<file path="src/rtl/mem_1r1w_ctrl_32x136.sv">
// mem_1r1w_ctrl_32x136: zero-fills a 32x136 masked 1R1W macro, then round-robin arbitrates two writers and forwards same-address writes into 1-cycle read responses
module mem_1r1w_ctrl_32x136 (
  input  logic         clk,
  input  logic         rst_n,
  output logic         init_done,
  input  logic         wa_valid,
  output logic         wa_ready,
  input  logic [4:0]   wa_addr,
  input  logic [135:0] wa_data,
  input  logic [16:0]  wa_mask,
  input  logic         wb_valid,
  output logic         wb_ready,
  input  logic [4:0]   wb_addr,
  input  logic [135:0] wb_data,
  input  logic [16:0]  wb_mask,
  input  logic         rd_valid,
  output logic         rd_ready,
  input  logic [4:0]   rd_addr,
  output logic         rsp_valid,
  output logic [135:0] rsp_data,
  output logic [4:0]   R0_addr,
  output logic         R0_en,
  input  logic [135:0] R0_data,
  output logic [4:0]   W0_addr,
  output logic         W0_en,
  output logic [135:0] W0_data,
  output logic [16:0]  W0_mask
);
  localparam int MG = 8;
  localparam int MW = 17;
  typedef enum logic {INIT, RUN} state_t;
  state_t state, state_n;
  logic [4:0] init_ptr, init_ptr_n;
  logic rr_ptr, rr_ptr_n;
  logic in_run, grant_a, grant_b, rd_fire, fwd, hit;
  logic [135:0] hit_data, rsp_hold, merged;
  logic [MW-1:0] hit_mask;
  always_comb begin
    in_run = state == RUN;
    grant_a = in_run & wa_valid & (~wb_valid | ~rr_ptr);
    grant_b = in_run & wb_valid & (~wa_valid | rr_ptr);
    rd_fire = in_run & rd_valid;
    state_n = (!in_run && init_ptr == '1) ? RUN : state;
    init_ptr_n = in_run ? init_ptr : init_ptr + 1'b1;
    rr_ptr_n = rr_ptr ^ (in_run & wa_valid & wb_valid);
    init_done = in_run;
    wa_ready = grant_a;
    wb_ready = grant_b;
    rd_ready = in_run;
    R0_en = rd_fire;
    R0_addr = rd_addr;
    // rst_n gating keeps the zero-fill write quiet while reset is held
    W0_en = (~in_run & rst_n) | grant_a | grant_b;
    W0_addr = in_run ? (grant_b ? wb_addr : wa_addr) : init_ptr;
    W0_data = in_run ? (grant_b ? wb_data : wa_data) : '0;
    W0_mask = in_run ? (grant_b ? wb_mask : wa_mask) : '1;
    // macro reads return pre-write data, so a same-cycle write must be overlaid next cycle
    fwd = rd_fire & (grant_a | grant_b) & (W0_addr == rd_addr);
    merged = R0_data;
    for (int i = 0; i < MW; i++)
      merged[i*MG +: MG] = (hit & hit_mask[i]) ? hit_data[i*MG +: MG] : R0_data[i*MG +: MG];
    rsp_data = rsp_valid ? merged : rsp_hold;
  end
  always_ff @(posedge clk or negedge rst_n) begin
    if (!rst_n) begin
      state <= INIT;
      init_ptr <= '0;
      rr_ptr <= 1'b0;
      rsp_valid <= 1'b0;
      hit <= 1'b0;
      hit_data <= '0;
      hit_mask <= '0;
      rsp_hold <= '0;
    end else begin
      state <= state_n;
      init_ptr <= init_ptr_n;
      rr_ptr <= rr_ptr_n;
      rsp_valid <= rd_fire;
      hit <= fwd;
      if (fwd) begin
        hit_data <= W0_data;
        hit_mask <= W0_mask;
      end
      if (rsp_valid) rsp_hold <= rsp_data;
    end
  end
endmodule

</file>
<file path="config.mk">
export PLATFORM = sky130hd
export DESIGN_NAME = mem_1r1w_ctrl_32x136
export DESIGN_NICKNAME = d
export VERILOG_FILES = /design/src/rtl/mem_1r1w_ctrl_32x136.sv
export SDC_FILE = /design/constraint.sdc
export NUM_CORES = 1
export LEC_CHECK = 0
export BUFFER_PORTS_ARGS = -buffer_cell sky130_fd_sc_hd__buf_4
export CORE_AREA = 2 2 295 297
export CTS_CLUSTER_DIAMETER = 100
export DETAILED_ROUTE_END_ITERATION = 7
export DIE_AREA = 0 0 297 299
export SYNTH_ARGS = -nofsm -noshare
export SYNTH_HDL_FRONTEND = slang
export SYNTH_SLANG_ARGS = --single-unit
</file>
<file path="constraint.sdc">
create_clock -name clk -period 2.6 [get_ports clk]
set_input_delay 0.39 -clock clk [delete_from_list [all_inputs] [get_ports clk]]
set_output_delay 0.39 -clock clk [all_outputs]
set_load 0.1 [all_outputs]
</file>
==> flow_summary.yaml <==
timing:
  setup_ws_ns: -0.0685
  rsz0062_at_grt: "true"
  fmax_mhz: 375
  hold_viol: 0
  tightest_slew_ns: 0.864
  skew_ns: 0.0129
  min_period_ns: 2.67
  timing.hold.ws_ns: 0.176
  post-route-period-util_pct: 103
  setup_viol: 74
  slew_viol_final: 0
  slew_headroom_pct: 42.4
floorplanning:
  core_um2: 85900
  fp.dieH_um: 299
  rows: 108
  dieArea_um2: 88800
  die_w_um: 297
  ios: 768
  initial_core_util_pct: 18.6
routing:
  dr_total_vias: 16642
  antenna_left: 0
  drt_iter0_markers: 854
  via_per_inst: 4.35
  wl_um: 80300
  wire_per_inst_um: 21.0
  drtPass1Iterations: 5
  remaining_drc_errors: 0
worst_setup_path:
  setup.worst_path.start_class: "flip-flop"
  ff2ff_setup_slack_ns: -0.04
  r2r_cells: 11
  crit_type: "reg2out"
  crit_arrival_ns: 2.28
  endpoint_kind: "output port"
  cp.required_ns: 2.21
  path_max_fanout: 5
cells_and_area:
  area_growth_pct: 111
  nets: 3109
  design_area_um2: 33900
  nFillCells: 8086
  drive_gt1_share_pct: 64.6
synthesis:
  synth_most_common_cell: "nand2_1"
  avgSynthCellArea_um2: 9.63
  ys.warnings.count: 0
  synthTopCellsByCount: "nand2_1, dfrtp_1, a21oi_1"
  ys_ff_latch: 298
  synthCells: 1664
  netlist.area_leader.share_pct: 46.5
  syn_nets: 2128
  async_reset_ff_share_pct: 100
  yosys.area.top_type: "dfrtp_1"
  synth_area_um2: 16000
  synth_cell_type_count: 34
  ys.flop_type: "dfrtp_1"
  yosysSeqAreaShare_pct: 46.5
  synth_area_leaders: "dfrtp_1, a21oi_1, mux2i_1"
  synth-edff-count: 0
global_routing:
  antenna_found_initial: 0
  overflow: 0
  grt_use_total_pct: 16.5
  grt_max_degree: 135
  first_global_vias: 17261
  grt_pass1_wl_um: 111000
min_path:
  min_path_cells: 3
  min_path_type: "in2reg"
power:
  leakage_nw: 16.6
  power.density_nw_per_um2: 717
  ir_worst_vdd_mv: 0.450
clock_network:
  clkTransAtPathRegs_ns: 0.06
  cts_sinks: 298
  cts_tree: "yes"
  clk_path_buf_depth: 3
  h-tree-depth: 2
  cts_made_buffers: 37
  cts_root_buffer: "clkbuf_16"
  clk_latency_ns: 0.53
placed_design:
  place_congestion: 0.813
  io_buffers: 767
  place_hpwl_um: 51700
  dpl-instance-area_um2: 26300
run_status:
  violations: "setup timing"
  status: "finished with violations"
run:
  maxCapViolCount: 0
[per-stage QoR]
stage	setup slack, ns	util [%]	instances	total power, mW	TNS [ns]
6_report	-0.0685	39.4	3825	24.3	-1.76
5_1_grt	-0.134	39.4	3824	25.1	-19.75
4_1_cts	-0.109	37.3	3752	23.7	-9.69
3_5_place_dp	-0.378	30.6	3606	16.2	-50.37
3_3_place_gp	-0.345	30.6	3606	16.1	-46.36
2_1_floorplan	-0.632	-	1664	13.4	-45.21
[power by group]
part           total, mW  internal, mW  switching, mW
Clock               4.86          2.84           2.02
Combinational       13.4          5.28           8.10
Sequential          6.05          5.44          0.617
Total               24.3          13.6           10.7
[layout by cell type (no fill, tap or decap), types with 2 or more instances in the layout]
master	n
nand2_4	45
nand2_8	9
a21oi_2	45
xnor2_1	4
inv_1	5
ha_1	2
a31oi_4	4
nand2_2	44
dfrtp_4	3
nand3_2	6
o22ai_1	2
clkinvlp_4	2
a21boi_4	134
clkinv_2	6
and2_4	2
nor3_4	2
mux2i_1	47
mux2i_2	35
o21ai_0	2
buf_12	213
clkbuf_1	10
mux2_2	39
buf_16	26
a21boi_2	2
clkbuf_8	8
a21oi_4	44
buf_4	732
nand2_1	239
buf_6	66
dfrtp_1	295
clkbuf_16	50
buf_8	15
nor2_1	143
nand3b_1	3
mux2_4	117
nand3_4	11
a21oi_1	186
mux2i_4	55
[cell families (layout without fill, tap and decap cells)]
| kind of cell | Yosys count | after routing | synth area share (%) |
|---|---|---|---|
| mux | 293 | 293 | 20.9 |
| compound gates | 425 | 425 | 15.6 |
| xor+xnor | 4 | 4 | 0.219 |
| buf+inv | 130 | 1135 | 4.20 |
| flops | 298 | 298 | 46.5 |
| simple gates | 512 | 512 | 12.4 |
| other cells | 0 | 1 | 0 |
| fa+ha+maj | 2 | 2 | 0.156 |
[layout make-up]
type,instances,area (um^2),area share (%)
multi-input combinational,1236,12000,35.4
antenna,1,2.50,0.00739
timing repair buffer,1067,11800,34.9
tap,1155,1450,4.27
sequential,298,7470,22.0
clock inverter,8,45.0,0.133
clock buffer,55,1070,3.17
inverter,5,18.8,0.0554
[per-layer routing]
layer | routed length, um | global-route usage [%] | share of wire, % | vias to the layer above
li1 | - | - | - | 7720
met4 | 2390 | 4.62 | 3.0 | 0
met2 | 41000 | 29.4 | 51 | 576
met1 | 32400 | 19.9 | 40 | 8234
met5 | 0 | 0 | 0 | -
met3 | 4490 | 3.51 | 5.6 | 112
[worst max-delay path: stages, from the launching register on]
cell	delay, ns
dfrtp_1	0.34
nand2b_4	0.15
and2_4	0.28
buf_12	0.20
buf_16	0.19
nand2_4	0.06
a21boi_4	0.28
buf_12	0.22
[path summary, 6_finish.rpt]
path                                              to                     from
setup / recovery                         W0_data[28]         rr_ptr$_DFF_PN0_
hold / removal              rsp_hold[84]$_DFFE_PN0P_              R0_data[84]
setup reg to reg            hit_data[36]$_DFFE_PN0P_         rr_ptr$_DFF_PN0_
hold reg to reg              init_ptr[3]$_DFFE_PN0N_  init_ptr[3]$_DFFE_PN0N_
max in group asynchronous              hit$_DFF_PN0_                    rst_n
min in group asynchronous  rsp_hold[120]$_DFFE_PN0P_                    rst_n
[registers in the layout, summed over array words and instances, names as in the netlist]
| register | flops |
|---|---|
| rsp_hold | 136 |
| hit | 1 |
| init_done | 1 |
| hit_mask | 17 |
| init_ptr | 5 |
| rr_ptr | 1 |
| hit_data | 136 |
| rsp_valid | 1 |
[timing repair]
item,CTS,global route
gates cloned,20,13
endpoints found under the hold margin,24,0
endpoints found under the setup margin,450,419
pin swaps,62,120
hold buffers,1,0
setup buffers,62,63
resized for setup,847,250
Note: power is estimated with default switching activity, not from simulation.
